$ cat src/rtl/scaler_readout_sequencer.sv
// Gate/snapshot/readout sequencer for a bank of scaler counters: times a gate,
// snapshots all channel counts into a shadow bank and streams them out one per beat.
module scaler_readout_sequencer #(
  parameter int NUMBER_OF_CHANNELS         = 8,
  parameter int REGISTER_WIDTH             = 32,
  parameter int LOG2_OF_NUMBER_OF_CHANNELS = $clog2(NUMBER_OF_CHANNELS)
) (
  input  logic                                         clock,
  input  logic                                         reset,
  input  logic                                         start,
  input  logic                                         continuous,
  input  logic                                         stop,
  input  logic [31:0]                                  gate_periods,
  input  logic [NUMBER_OF_CHANNELS*REGISTER_WIDTH-1:0] counts_in,
  output logic                                         counter_reset,
  output logic [REGISTER_WIDTH-1:0]                    out_data,
  output logic [LOG2_OF_NUMBER_OF_CHANNELS-1:0]        out_channel,
  output logic [15:0]                                  out_frame,
  output logic                                         out_last,
  output logic                                         out_valid,
  input  logic                                         out_ready,
  output logic                                         busy,
  output logic                                         overrun,
  output logic [15:0]                                  dropped_frames,
  output logic [1:0]                                   gate_state,
  output logic                                         readout_state
);

  localparam logic [LOG2_OF_NUMBER_OF_CHANNELS-1:0] LAST_CH =
    LOG2_OF_NUMBER_OF_CHANNELS'(NUMBER_OF_CHANNELS - 1);

  typedef enum logic [1:0] {G_IDLE, G_CLEAR, G_GATE, G_SNAP} gate_t;
  typedef enum logic       {R_EMPTY, R_SEND} rd_t;

  gate_t g_state, g_next;
  rd_t   r_state, r_next;

  logic [31:0]                           gate_len;
  logic [31:0]                           gate_cnt;
  logic                                  cont_flag;
  logic [REGISTER_WIDTH-1:0]             shadow [NUMBER_OF_CHANNELS];
  logic [LOG2_OF_NUMBER_OF_CHANNELS-1:0] ch;
  logic [15:0]                           frame_cnt;
  logic [15:0]                           frame_out;
  logic                                  accept;
  logic                                  last_accept;
  logic                                  load;
  logic                                  drop;

  // Stream handshake: a beat transfers on any rising edge where out_valid and
  // out_ready are both high; while out_valid is high and out_ready low, every
  // out_* field is held because the shadow bank and ch only move on a transfer.
  assign out_valid     = (r_state == R_SEND);
  assign out_last      = out_valid && (ch == LAST_CH);
  assign out_data      = shadow[ch];
  assign out_channel   = ch;
  assign out_frame     = frame_out;
  assign accept        = out_valid && out_ready;
  assign last_accept   = accept && out_last;
  assign counter_reset = (g_state == G_IDLE) || (g_state == G_CLEAR);
  assign busy          = (g_state != G_IDLE) || (r_state != R_EMPTY);
  assign gate_state    = g_state;
  assign readout_state = r_state;

  // The shadow bank may be overwritten only once its previous frame is fully drained.
  assign load = (g_state == G_SNAP) && ((r_state == R_EMPTY) || last_accept);
  assign drop = (g_state == G_SNAP) && !load;

  always_comb begin
    g_next = g_state;
    case (g_state)
      G_IDLE:  if (start) g_next = G_CLEAR;
      G_CLEAR: g_next = G_GATE;
      G_GATE:  if (gate_cnt == gate_len - 32'd1) g_next = G_SNAP;
      G_SNAP:  g_next = cont_flag ? G_CLEAR : G_IDLE;
      default: g_next = G_IDLE;
    endcase
  end

  always_comb begin
    r_next = r_state;
    if (load)             r_next = R_SEND;
    else if (last_accept) r_next = R_EMPTY;
  end

  always_ff @(posedge clock) begin
    if (reset) begin
      g_state        <= G_IDLE;
      r_state        <= R_EMPTY;
      gate_len       <= 32'd1;
      gate_cnt       <= '0;
      cont_flag      <= 1'b0;
      ch             <= '0;
      frame_cnt      <= '0;
      frame_out      <= '0;
      overrun        <= 1'b0;
      dropped_frames <= '0;
      for (int k = 0; k < NUMBER_OF_CHANNELS; k++) shadow[k] <= '0;
    end else begin
      g_state <= g_next;
      r_state <= r_next;

      // Start wins over a simultaneous stop, but that stop still cancels continuous mode.
      if ((g_state == G_IDLE) && start) begin
        gate_len  <= (gate_periods == 32'd0) ? 32'd1 : gate_periods;
        cont_flag <= continuous && !stop;
      end else if (stop) begin
        cont_flag <= 1'b0;
      end

      gate_cnt <= (g_state == G_GATE) ? gate_cnt + 32'd1 : 32'd0;

      if (load) begin
        for (int k = 0; k < NUMBER_OF_CHANNELS; k++)
          shadow[k] <= counts_in[k*REGISTER_WIDTH +: REGISTER_WIDTH];
        frame_out <= frame_cnt;
        frame_cnt <= frame_cnt + 16'd1;
        ch        <= '0;
      end else if (accept) begin
        ch <= out_last ? '0 : ch + 1'b1;
      end

      if (drop) begin
        overrun <= 1'b1;
        if (dropped_frames != 16'hffff) dropped_frames <= dropped_frames + 16'd1;
      end
    end
  end

endmodule

$ cat config.mk
export PLATFORM = sky130hd
export DESIGN_NAME = scaler_readout_sequencer
export DESIGN_NICKNAME = d
export VERILOG_FILES = /design/src/rtl/scaler_readout_sequencer.sv
export SDC_FILE = /design/constraint.sdc
export NUM_CORES = 1
export LEC_CHECK = 0
export CAP_MARGIN = 15
export CORE_MARGIN = 2
export CORE_UTILIZATION = 55
export DETAILED_ROUTE_END_ITERATION = 12
export PLACE_DENSITY = 0.86
export SYNTH_ARGS = -nofsm -noshare
export SYNTH_HDL_FRONTEND = slang
export SYNTH_SLANG_ARGS = --single-unit
export TNS_END_PERCENT = 10
$ cat constraint.sdc
create_clock -name clock -period 24.7 [get_ports clock]
set_clock_uncertainty 0.15 [all_clocks]
set_input_delay 4.94 -clock clock [delete_from_list [all_inputs] [get_ports clock]]
set_output_delay 4.94 -clock clock [all_outputs]
set_load 0.01 [all_outputs]
# Word-level counts from Yosys, hierarchy flattened
# Memory sizes are Yosys's and may differ from the RTL's. A register that Yosys moved wholly into a read port is not among the register bits.
# Index checks and enable logic that the tools add are counted.
[op_classes] muxes=25 n_bitwise=10 n_reduce_logical=21 addsub=5 eq_ne=8
[ops] cell="two-way mux 32 bit" count=9
[ops] cell="adder 16 x 1 -> 16 bit (second input constant)" count=2
[ops] cell="adder 32 x 1 -> 32 bit (second input constant)" count=1
[ops] cell="== test 32 bit" count=1
[ops] cell="zero test 32 bit" count=1
[ops] cell="subtractor 32 x 1 -> 32 bit (second input constant)" count=1
[ops] cell="!= test 16 bit (second input constant)" count=1
[ops] cell="two-way mux 1 bit" count=10
[ops] cell="two-way mux 3 bit" count=3
[ops] cell="OR 1 bit" count=8
[ops] cell="case mux 2 bit (4 select lines)" count=1
[ops] cell="logical AND 1 bit" count=7
[ops] cell="nonzero test 2 bit" count=3
[ops] cell="== test 2 bit (second input constant)" count=2
[ops] cell="two-way mux 2 bit" count=2
[ops] cell="!= test 2 bit (second input constant)" count=2
[ops] cell="AND reduction 2 bit" count=2
[ops] cell="OR reduction 2 bit" count=2
[ops] cell="adder 3 x 1 -> 3 bit (second input constant)" count=1
[ops] cell="== test 3 bit (second input constant)" count=1
[ops] cell="logical OR 1 bit" count=3
[ops] cell="== test 2 x 1 -> 1 bit (second input constant)" count=1
[ops] cell="zero test 1 bit" count=2
[ops] cell="zero test 2 bit" count=1
[ops] cell="inverter 1 bit" count=2
[word_totals] n_memories=1 wordCells=80 out_inout_bits=75 register_bits=120 inputBits=294 ram_bits=256
[mem_list] name="shadow" depth=8 width=32 rd=1 rd_ports_with_merged_regs=1 wr=8 line_no="41" text="logic [REGISTER_WIDTH-1:0] shadow [NUMBER_OF_CHANNELS];"

# Longest topological paths before layout
[depth] depth_word=9 ltp_mapped=10 mapped_depth_nobuf=10

# Least setup slack after synthesis
# OpenSTA, ideal clock, no wires.
[synth_path] path_type="input -> register" from="input port out_ready" to="memory shadow[0][0], enable pin" t_arrival_ps=9910 stages=4 setup_ps=1968 slack_ps=12672 path_cell_list="a21boi_0 -> nand2b_1 -> clkbuf_1 -> nand2_1"
[synth_lines] item="start: declaration" line_no="21" text="input logic out_ready,"
[synth_lines] item="end: declaration" line_no="41"

==> flow_summary.json <==
{
  "status": "complete, no violations",
  "antenna_found_initial": 10,
  "irDropWorstVdd_v": 0.0000587,
  "drv_slew": 0,
  "hpwlAfterDp_mm": 30.7,
  "htree_levels": 2,
  "ant_nets": 0,
  "cap_violations": 0,
  "synth.yosys.seq_area_share_pct": 58.5,
  "post_cts.resized_instances": 0,
  "cts_setup_buffers": 0,
  "yosysWarningCount": 0,
  "grt_usage_pct": 27.1,
  "hold_path_startpoint": "out_frame[5]",
  "leakagePower_nw": 8.52,
  "holdBufCountCts": 0,
  "final.min_clock_period_ns": 8.50,
  "multi_input_area_sq_um": 6780,
  "synthCells": 1424,
  "firstDrtPassIters": 5,
  "rsz0062_at_grt": "false",
  "crit_arrival_ns": 3.41,
  "seq_area_sq_um": 10200,
  "hold_viol": 0,
  "fin_util_pct": 72.2,
  "setup_violations": 0,
  "required_ns": 19.61,
  "cp-end-kind": "primary output",
  "crit_buf_inv": 2,
  "mostFrequentLayoutCells": "clkdlybuf4s50_1, edfxtp_1, and3_1, nand2_1, dfxtp_1",
  "syn_area_per_cell_sq_um": 12.2,
  "critPathLaunchType": "flop",
  "path_cells": "buf_4 > mux4_2 > mux2_2 > clkdlybuf4s50_1",
  "numCtsBuffers": 40,
  "tns_ns": 0,
  "crit_family": "buffers and inverters",
  "die_w_microns": 182,
  "io_buffers": 368,
  "cp_max_fo": 45,
  "drive_gt1_share_pct": 10.3,
  "clk_latency_ns": 0.52,
  "final_common_cell": "clkdlybuf4s50_1",
  "async_flop_share_pct": 0,
  "num_rows": 65,
  "fin_area_sq_um": 22600,
  "critical_path.max_stage_delay_ns": 0.79,
  "area_growth_pct": 30.4,
  "criticalPathCategory": "reg -> out",
  "drcViolationCount": 0,
  "grt_pass1_vias": 12700,
  "fin_crit_sh_pct": 34.4,
  "ys_seq_elements": 379,
  "start_util_pct": 55.4,
  "reg2reg_slack_ns": 20.58,
  "wl_per_cell_microns": 21.2,
  "timing.slew.headroom_pct": 26.0,
  "synth_ff_type": "edfxtp_1",
  "gr-total-overflow": 0,
  "worst_slew_pin_slew_ns": 1.11,
  "dieArea_sq_um": 33000,
  "rr_startpoint": "out_channel[0]",
  "io_pins": 369,
  "clkTransAtPathRegs_ns": 0.06,
  "hold_path_class": "reg -> reg",
  "clock_path_buffers": 3,
  "fill_cells": 2033,
  "grt_max_degree": 179,
  "routabilityCongestion": 0.860,
  "root_buffer": "clkbuf_16",
  "synth.distinct_cells": 56,
  "synth-edff-count": 256,
  "core-area_sq_um": 31300,
  "power_density_nw_per_um2": 75.3,
  "post_dp_cell_area_sq_um": 21200,
  "vias_per_cell": 5.88,
  "grt_pass1_wl_mm": 69.4,
  "synth_nets": 1728,
  "layout.nets": 2043,
  "cts_tree": "done",
  "vias": 12800,
  "max_clock_freq_ghz": 0.118,
  "dieHeight_microns": 182,
  "wirelength_mm": 46.1,
  "slowest_stage": "buf_4",
  "synth.cell_area_sq_um": 17300,
  "cts.sinks": 379,
  "drt_iter0_drc": 1143
}
==> synth_stat cells, types with 3 or more instances <==
master / number / area share [%]
clkbuf_1: 90 / 1.9
edfxtp_1: 256 / 44
nor3_1: 14 / 0.40
nor3b_1: 5 / 0.22
a211oi_1: 4 / 0.17
nor2b_1: 71 / 2.6
dfxtp_1: 123 / 14
or4_1: 7 / 0.30
nand2_1: 129 / 2.8
o21ai_0: 15 / 0.43
nand2b_1: 5 / 0.18
buf_1: 9 / 0.19
or2_2: 4 / 0.14
a21oi_1: 60 / 1.7
mux4_2: 64 / 8.3
a31oi_1: 5 / 0.18
and4_1: 8 / 0.40
ha_1: 10 / 0.72
and3_1: 204 / 7.4
nor4_1: 24 / 0.87
nand3_1: 30 / 0.87
mux2_2: 32 / 2.1
nor2_1: 83 / 1.8
nand4_1: 25 / 0.90
xnor2_1: 39 / 2.0
and2_1: 4 / 0.14
xor2_1: 52 / 2.6
or3_1: 7 / 0.25
inv_1: 9 / 0.19
buf_2: 3 / 0.087
o211ai_1: 3 / 0.13
==> where the power goes <==
group | leakage, nW | switching [mW] | internal [mW]
sequential | 3.64 | 0.0345 | 0.749
clock | 0.659 | 0.249 | 0.367
combinational | 4.22 | 0.154 | 0.148
==> worst min-delay path: stages, from the launching register on <==
cell	delay, ns
dfxtp_1	0.31
nand2_1	0.05
a21oi_1	0.05
==> registers in the layout, summed over array words and instances, names as in the netlist, named ones only <==
name and cells:
out_frame 16, cont_flag 1, overrun 1, gate_state 2, dropped_frames 16, out_valid 1
gate_len 32, frame_cnt 16, out_channel 3, gate_cnt 32, shadow 256
==> stage by stage <==
step	power, mW	std cells	setup slack (ns)	hold WS [ns]
global placement	1.08	2099	16.21	0.294
floorplan	0.982	1424	12.67	0.286
global route	1.76	2176	15.96	0.334
detailed placement	1.09	2099	16.09	0.302
CTS	1.71	2171	16.10	0.312
finish	1.70	2179	16.20	0.313
==> area by class of cell <==
cell class | instances | share of cell area, %
flip-flops and latches | 379 | 44.9
multi-input cells | 933 | 30.0
repair buffers | 376 | 16.6
clock buffers | 56 | 5.23
well taps | 402 | 2.22
clock inverters | 16 | 0.780
inverters | 9 | 0.160
diodes | 8 | 0.0885
==> logic make-up after synthesis <==
| kind of cell | count (synthesis) | synth area share [%] |
|---|---|---|
| simple gates | 626 | 19.5 |
| flops | 379 | 58.5 |
| buf+inv | 112 | 2.47 |
| compound gates | 108 | 3.66 |
| mux | 98 | 10.5 |
| xor+xnor | 91 | 4.60 |
| fa+ha+maj | 10 | 0.721 |
==> layer usage <==
metal | global-route usage [%] | up-vias | wire, microns
li1 | - | 5906 | -
met1 | 32.8 | 6217 | 17500
met2 | 45.4 | 579 | 22600
met3 | 8.44 | 109 | 4330
met4 | 10.9 | 2 | 1720
met5 | 0 | - | 13
==> worst paths after layout <==
check,end,cells past startpoint
min,out_frame[5],2
min reg2reg,out_frame[5],2
max reg2reg,shadow[2][5],6
max,out_data[1],4
(Power assumes the default switching activity.)
